$ cat config.mk
export PLATFORM = sky130hd
export DESIGN_NAME = viterbi_codec
export DESIGN_NICKNAME = d
export VERILOG_FILES = /design/src/rtl/viterbi_codec.sv
export SDC_FILE = /design/constraint.sdc
export NUM_CORES = 1
export LEC_CHECK = 0
export BUFFER_PORTS_ARGS = -buffer_cell sky130_fd_sc_hd__buf_2
export CAP_MARGIN = 30
export CORE_MARGIN = 3
export CORE_UTILIZATION = 30
export CTS_CLUSTER_SIZE = 8
export DETAILED_ROUTE_END_ITERATION = 10
export GPL_TIMING_DRIVEN = 0
export SLEW_MARGIN = 20
export SYNTH_ARGS = -nofsm -noshare
export SYNTH_HDL_FRONTEND = slang
export SYNTH_SLANG_ARGS = --single-unit
$ cat constraint.sdc
create_clock -name clk -period 14.1 [get_ports clk]
set_input_delay 2.115 -clock clk [delete_from_list [all_inputs] [get_ports clk]]
set_output_delay 2.115 -clock clk [all_outputs]
set_load 0.005 [all_outputs]
$ cat src/rtl/viterbi_codec.sv
// Rate-1/2 K=3 (7,5) convolutional encoder plus hard-decision Viterbi decoder; independent tx and rx halves.
// Latency: encoder 1 cycle; decoder TB_DEPTH-1 accepted symbols plus 1 register stage.
// Backpressure: none; each side takes one item per cycle its enable is high, with no wait states.
module viterbi_codec #(
    parameter int TB_DEPTH = 16
) (
    input  logic       clk,
    input  logic       rst,
    input  logic       enc_enable_i,
    input  logic       enc_d_i,
    output logic       enc_valid_o,
    output logic [1:0] enc_d_o,
    input  logic       dec_enable_i,
    input  logic [1:0] dec_d_i,
    output logic       dec_valid_o,
    output logic       dec_d_o
);

    localparam int               CNT_W   = $clog2(TB_DEPTH + 1);
    localparam logic [CNT_W-1:0] CNT_MAX = CNT_W'(TB_DEPTH);
    localparam logic [CNT_W-1:0] CNT_VLD = CNT_W'(TB_DEPTH - 1);

    // Symbol emitted from state s for input d: {G1 = 111, G0 = 101}.
    function automatic logic [1:0] code_sym(input logic d, input logic [1:0] s);
        return {d ^ s[1] ^ s[0], d ^ s[0]};
    endfunction

    function automatic logic [7:0] hamming(input logic [1:0] a, input logic [1:0] b);
        logic [1:0] x;
        x = a ^ b;
        return {6'd0, x[1] & x[0], x[1] ^ x[0]};
    endfunction

    // ---------------- encoder ----------------
    logic [1:0] enc_state;

    always_ff @(posedge clk or posedge rst) begin
        if (rst) begin
            enc_state   <= 2'b00;
            enc_d_o     <= 2'b00;
            enc_valid_o <= 1'b0;
        end else begin
            enc_valid_o <= enc_enable_i;
            if (enc_enable_i) begin
                enc_d_o   <= code_sym(enc_d_i, enc_state);
                enc_state <= {enc_d_i, enc_state[1]};
            end
        end
    end

    // ---------------- decoder ----------------
    logic [7:0]          pm       [4];
    logic [TB_DEPTH-1:0] surv     [4];
    logic [7:0]          cand0    [4];
    logic [7:0]          cand1    [4];
    logic                sel      [4];
    logic [7:0]          acs_pm   [4];
    logic [7:0]          pm_nxt   [4];
    logic [TB_DEPTH-1:0] surv_nxt [4];
    logic [7:0]          pm_min;
    logic [1:0]          best;
    logic [CNT_W-1:0]    sym_cnt;

    // Next state n = {d, a} is reached from {a,0} or {a,1}; ties keep {a,0}.
    always_comb begin
        for (int n = 0; n < 4; n++) begin
            cand0[n]    = pm[{n[0], 1'b0}] + hamming(dec_d_i, code_sym(n[1], {n[0], 1'b0}));
            cand1[n]    = pm[{n[0], 1'b1}] + hamming(dec_d_i, code_sym(n[1], {n[0], 1'b1}));
            sel[n]      = cand1[n] < cand0[n];
            acs_pm[n]   = sel[n] ? cand1[n] : cand0[n];
            surv_nxt[n] = {sel[n] ? surv[{n[0], 1'b1}][TB_DEPTH-2:0]
                                  : surv[{n[0], 1'b0}][TB_DEPTH-2:0], n[1]};
        end
    end

    // Strict compare so the lowest-index state wins a tie for best.
    always_comb begin
        pm_min = acs_pm[0];
        best   = 2'd0;
        for (int n = 1; n < 4; n++) begin
            if (acs_pm[n] < pm_min) begin
                pm_min = acs_pm[n];
                best   = 2'(n);
            end
        end
        for (int n = 0; n < 4; n++) begin
            pm_nxt[n] = acs_pm[n] - pm_min;
        end
    end

    always_ff @(posedge clk or posedge rst) begin
        if (rst) begin
            for (int n = 0; n < 4; n++) begin
                pm[n]   <= (n == 0) ? 8'd0 : 8'd4;
                surv[n] <= '0;
            end
            sym_cnt     <= '0;
            dec_d_o     <= 1'b0;
            dec_valid_o <= 1'b0;
        end else begin
            dec_valid_o <= dec_enable_i && (sym_cnt >= CNT_VLD);
            if (dec_enable_i) begin
                for (int n = 0; n < 4; n++) begin
                    pm[n]   <= pm_nxt[n];
                    surv[n] <= surv_nxt[n];
                end
                dec_d_o <= surv_nxt[best][TB_DEPTH-1];
                if (sym_cnt != CNT_MAX) begin
                    sym_cnt <= sym_cnt + CNT_W'(1);
                end
            end
        end
    end

endmodule

==> flow_summary.toml, run 1 <==
[logic_synthesis]
syn-num-nets = 1133
synth_area_leaders = "sky130_fd_sc_hd__dfrtp_1 27%, sky130_fd_sc_hd__ha_1 11%, sky130_fd_sc_hd__mux2i_1 7.6%"
synth-seq-cells = 99
yosysSeqAreaShare = 0.278
post_synth.cell_area_avg_um2 = 8.52
synth-edff-count = 0
ys_warn_count = 0
synth_largest_type_area_fraction = 0.269
post_synth_most_frequent_cells = "130 x sky130_fd_sc_hd__nor2_1, 107 x sky130_fd_sc_hd__a21oi_1, 96 x sky130_fd_sc_hd__dfrtp_1"
yosys.area.top_type = "sky130_fd_sc_hd__dfrtp_1"
post_synth_num_cell_types = 83
postSynthCellCount = 1049
synth.most_common_cell = "sky130_fd_sc_hd__nor2_1"
ys_dominant_reg_cell = "sky130_fd_sc_hd__dfrtp_1"
syn-cell-area_um2 = 8930
ys_async_sr_fraction = 1.00

[setup_path]
slowest_delay_ps = 490
critical_path.n_buffers_inverters = 10
path_delay_family = "compound AO/OA/AOI/OAI gates"
cp_max_fo = 10
critPathRequiredTime_ps = 14380
path_class = "input port to register"
cp.arrival_ps = 13630
crit_slowest_cell = "sky130_fd_sc_hd__or4_1"
worstSetupEndpointType = "register"
setup.worst_path.start_class = "input port"

[floorplan]
core_area_um2 = 29000
die-width_um = 179
die_height_um = 179
initial_util = 0.308
ios = 12
fp.dieArea_um2 = 31900
floorplan.rows = 62

[global_route]
gr-total-overflow = 0
grt_antenna_before_repair = 0
grt.busiest_layer = "met2"
gr-usage-met3 = 0.0262
globalRouteMet2Util = 0.255
number_of_global_route_vias_before_repair = 7168
grt_start_max_net_pins = 52
global_route.usage.total = 0.159
global_route_wire_length_before_repair_mm = 39.6
met1_usage = 0.222

[timing]
setup_violations = 0
timing_hold_violations_final = 0
timing.final.crit_share = 0.947
max-slew-margin-rel = 0.345
layout_setup_ws_ps = 748
fin_tns_setup_ps = 0
timing_worst_slew_pin_value_ps = 956
worst_clock_skew_ps = 10.8
final_period_minus_worst_setup_slack_ps = 13350
final_report_max_slew_violation_count = 0
maxClockFrequency_ghz = 0.0749

[placed_design]
hpwl_dp_mm = 19.3
dpl-instance-area_um2 = 9500
place.port_buffers = 10
detailedPlace.worstSlack_ps = -1680
gp_routability_congestion = 0.882

[layout]
finished_cell_area_um2 = 10000
fillerInstances = 3044
num_antenna_cells = 0
layout-area-overhead-vs-synth_pct = 12.2
fin_nets = 1159
finalCoreUtilization = 0.345
post_route_cells_drive_above_1_share = 0.110

[cts]
clk_path_buf_depth = 2
ctsHtreeMaxLevel = 3
cts-root-buf = "sky130_fd_sc_hd__clkbuf_16"
tritoncts.num_buffers = 9
cts.sink_count = 99
hold_buffer_count_at_cts = 0
clk_transition_reported_paths_ps = 80
clk_latency_ps = 360
cts_tree = "yes"

[hold_path]
hold_path.class = "register to register"

[route]
route.antenna.remaining_nets = 0
detailed_route_via_count = 7769
drt_iter0_drc = 535
firstDrtPassIters = 6
viasPerCell = 5.31
route.detailed.drc = 0
routed_wire_length_per_instance_um = 17.1
finalWirelength_mm = 25.1

[flow_run]
timing.max_cap.violations = 0

[run_status]
run_status = "completed"
[layer usage]
metal | vias up | share of wire
li1 | 3809 | -
met1 | 3771 | 0.48
met4 | 0 | 0.020
met5 | - | 0
met3 | 34 | 0.041
met2 | 155 | 0.46
[state kept, by name (all words and copies together) (netlist names)]
register and flops:
dec_d_o 1, dec_valid_o 1, enc_d_o 2, enc_state 2
enc_valid_o 1, pm 32, surv 55, sym_cnt 5
[worst paths after layout]
check	slack, ps	end	start	depth (start not counted)
worst max-delay path	750	pm[15]	dec_d_i[0]	52
worst min-delay path	470	surv[0]	surv[0]	1
worst max register to register	2590	pm[15]	pm[2]	48
worst min register to register	470	surv[0]	surv[0]	1
max in group asynchronous	11640	pm[10]	rst	3
min in group asynchronous	1780	surv[19]	rst	2
[cell type report]
type                    count  area [µm²]  area share
plain buffers              46         218      0.0217
clock buffers               9         225      0.0225
clock inverters             7        81.3     0.00811
inverters                  61         234      0.0233
multi-input cells         842        6190       0.617
flip-flops and latches     99        2480       0.248
well taps                 384         480      0.0479
repair buffers             16         115      0.0115
[layout by cell type, fill, tap and decap left out, drive strengths merged, types with 8 or more instances in the layout]
cell type / synthesis / final
nor2: 130 / 130
a21oi: 110 / 110
dfrtp: 96 / 96
ha: 77 / 77
xnor2: 71 / 71
mux2i: 70 / 70
nand2: 67 / 67
inv: 61 / 64
o21ai: 44 / 44
clkbuf: 36 / 44
buf: 11 / 27
xor2: 25 / 25
a21o: 19 / 19
mux2: 18 / 18
nand3: 17 / 17
a31oi: 13 / 13
nand2b: 12 / 12
o21a: 12 / 12
nor3: 10 / 10
nand4: 10 / 10
o211ai: 8 / 8
nor2b: 8 / 8
a211oi: 8 / 8
[metrics by stage]
step           hold WS, ps  instances
2_1_floorplan          437       1049
3_3_place_gp           448       1443
3_5_place_dp           453       1444
4_1_cts                470       1459
5_1_grt                495       1464
6_report               465       1464
[cell families (layout without fill, tap and decap cells)]
kind of cell	Yosys count	in the layout	share of synthesized area
muxes	88	88	0.103
and+or+nand+nor	285	285	0.143
AOI/OAI and AO/OA	292	292	0.221
buffers and inverters	108	139	0.0486
xor gates and xnor gates	96	96	0.0941
DFF	99	99	0.278
adders and majority gates	81	81	0.112
[timing repair]
action / 4_1_cts / 5_1_grt
pin swaps: 0 / 4
resized for setup: 16 / 30
endpoints found under the setup margin: 28 / 23
buffers inserted: 0 / 5
Power of run 1 is left out: the tool's default activity adds up to more than one toggle a clock period on the data nets, which glitch-free logic cannot reach.
==> run 2: changes to the inputs <==
--- a/config.mk
+++ b/config.mk
@@ -5,12 +5,12 @@
 export SDC_FILE = /design/constraint.sdc
 export NUM_CORES = 1
 export LEC_CHECK = 0
-export BUFFER_PORTS_ARGS = -buffer_cell sky130_fd_sc_hd__buf_2
 export CAP_MARGIN = 30
 export CORE_MARGIN = 3
 export CORE_UTILIZATION = 30
 export CTS_CLUSTER_SIZE = 8
 export DETAILED_ROUTE_END_ITERATION = 10
+export DONT_BUFFER_PORTS = 1
 export GPL_TIMING_DRIVEN = 0
 export SLEW_MARGIN = 20
 export SYNTH_ARGS = -nofsm -noshare
==> constraint.sdc (replaced) <==
create_clock -name clk -period 14.1 [get_ports clk]
set_input_delay 1.41 -clock clk [delete_from_list [all_inputs] [get_ports clk]]
set_output_delay 1.41 -clock clk [all_outputs]
set_load 0.005 [all_outputs]
==> flow_summary.toml, run 2 (same netlist as run 1, synthesis figures left out) <==
[run_status]
run_status = "completed"

[placed_design]
detailedPlace.worstSlack_ps = -672
hpwl_dp_mm = 19.3
gp_routability_congestion = 0.892
place.port_buffers = 0
place.detailed.instances = 1434

[route]
route.detailed.drc = 0
drt_iter0_drc = 500
viasPerCell = 5.30
firstDrtPassIters = 5
routed_wire_length_per_instance_um = 17.1
finalWirelength_mm = 24.8
route.antenna.remaining_nets = 0
detailed_route_via_count = 7684

[layout]
num_antenna_cells = 0
layout.cells.most_common_list = "130 x sky130_fd_sc_hd__nor2_1, 105 x sky130_fd_sc_hd__a21oi_1, 96 x sky130_fd_sc_hd__dfrtp_1"
layout-area-overhead-vs-synth_pct = 9.79
post_route_cells_drive_above_1_share = 0.0844
largest_registers = "surv (55), pm (32), sym_cnt (5)"
largest_register = "surv"
layout.cells.most_common = "sky130_fd_sc_hd__nor2_1"
fillerInstances = 3069
fin_nets = 1145
largest_register_ffs = 55
finalCoreUtilization = 0.338
final_cell_count_no_fill = 1450

[setup_path]
worstSetupEndpointType = "register"
reg2regPathDepth = 48
cp_max_fo = 10
setup.worst_path.start_class = "input port"
slowest_delay_ps = 590
setup.reg_to_reg.worst_slack_ps = 1980
critPathMostFrequentCell = "sky130_fd_sc_hd__ha_1"
path_class = "input port to register"
timing.rr.end = "pm[15]"
r2r-start = "pm[2]"
cp.arrival_ps = 13470
crit_slowest_cell = "sky130_fd_sc_hd__a21oi_1"
critPathRequiredTime_ps = 14380

[floorplan]
floorplan.rows = 62
die-width_um = 179
initial_util = 0.308
die_height_um = 179
fp.dieArea_um2 = 31900
core_area_um2 = 29000
ios = 12

[cts]
cts.sink_count = 99
tritoncts.num_buffers = 9
cts_tree = "yes"
clk_latency_ps = 360
clk_transition_reported_paths_ps = 70
ctsHtreeMaxLevel = 3
hold_buffer_count_at_cts = 0
cts-root-buf = "sky130_fd_sc_hd__clkbuf_16"
clk_path_buf_depth = 2

[timing]
layout_setup_ws_ps = 913
worst_clock_skew_ps = 11.8
setup_violations = 0
timing.final.crit_share = 0.935
max-slew-margin-rel = 0.324
maxClockFrequency_ghz = 0.0758
timing_worst_slew_pin_value_ps = 1010
final_period_minus_worst_setup_slack_ps = 13190
timing_hold_violations_final = 0
final_report_max_slew_violation_count = 0

[flow_run]
timing.max_cap.violations = 0

[hold_path]
worstHoldStart = "surv[0]"
hold_path.class = "register to register"
whs_endpoint = "surv[0]"
hold_depth = 1

[global_route]
number_of_global_route_vias_before_repair = 7242
global_route.usage.total = 0.158
gr-total-overflow = 0
grt_antenna_before_repair = 0
grt_start_max_net_pins = 53
global_route_wire_length_before_repair_mm = 39.5
==> run 2: metrics by stage <==
stage               TNS [ps]  hold slack [ps]  instance area [µm²]
floorplan                  0              437                 8930
detailed placement     -3350              452                 9450
CTS                        0              471                 9770
global placement       -2620              449                 9420
finish                     0              469                 9810
global route           -44.4              483                 9810
==> run 2: how the worst max path moves through the flow <==
stage                     from      to  slack, ps  cells after the start
detailed placement  dec_d_i[0]  pm[15]       -670                     53
finish              dec_d_i[0]  pm[15]        910                     51
global route        dec_d_i[0]  pm[15]        -40                     53
floorplan           dec_d_i[0]  pm[15]       1950                     53
CTS                 dec_d_i[0]  pm[15]         10                     53
global placement    dec_d_i[0]  pm[15]       -610                     53
==> run 2: cell type report <==
| cell class | instances | area, µm² | share of cell area |
|---|---|---|---|
| buffer | 47 | 211 | 0.0216 |
| clock buffer | 9 | 225 | 0.0230 |
| clock inverter | 7 | 90.1 | 0.00918 |
| inverter | 61 | 234 | 0.0239 |
| multi-input combinational | 842 | 6060 | 0.618 |
| sequential | 99 | 2480 | 0.253 |
| tap | 384 | 480 | 0.0490 |
| timing repair buffer | 1 | 27.5 | 0.00281 |
==> run 2: repair_timing <==
action / in CTS / in global routing
buffers inserted: 0 / 0
resized for setup: 3 / 16
setup endpoints to repair: 4 / 22
gates cloned: 0 / 0
==> run 2: critical path: cells and delay by family <==
family                   cells  cell delay, ps
adder cells (fa/ha/maj)      7            2140
AND/OR/NAND/NOR              9            1790
AO/OA/AOI/OAI               25            6210
buffers and inverters        8            1330
XOR/XNOR                     1             270
multiplexers                 1             290
==> run 2: per-layer routing <==
layer,vias up,GRT usage,part of all wire
li1,3784,-,-
met1,3720,0.214,0.48
met2,145,0.257,0.46
met3,35,0.0264,0.041
met4,0,0.0464,0.023
met5,-,0,0
Power of run 2 is left out for the same reason.
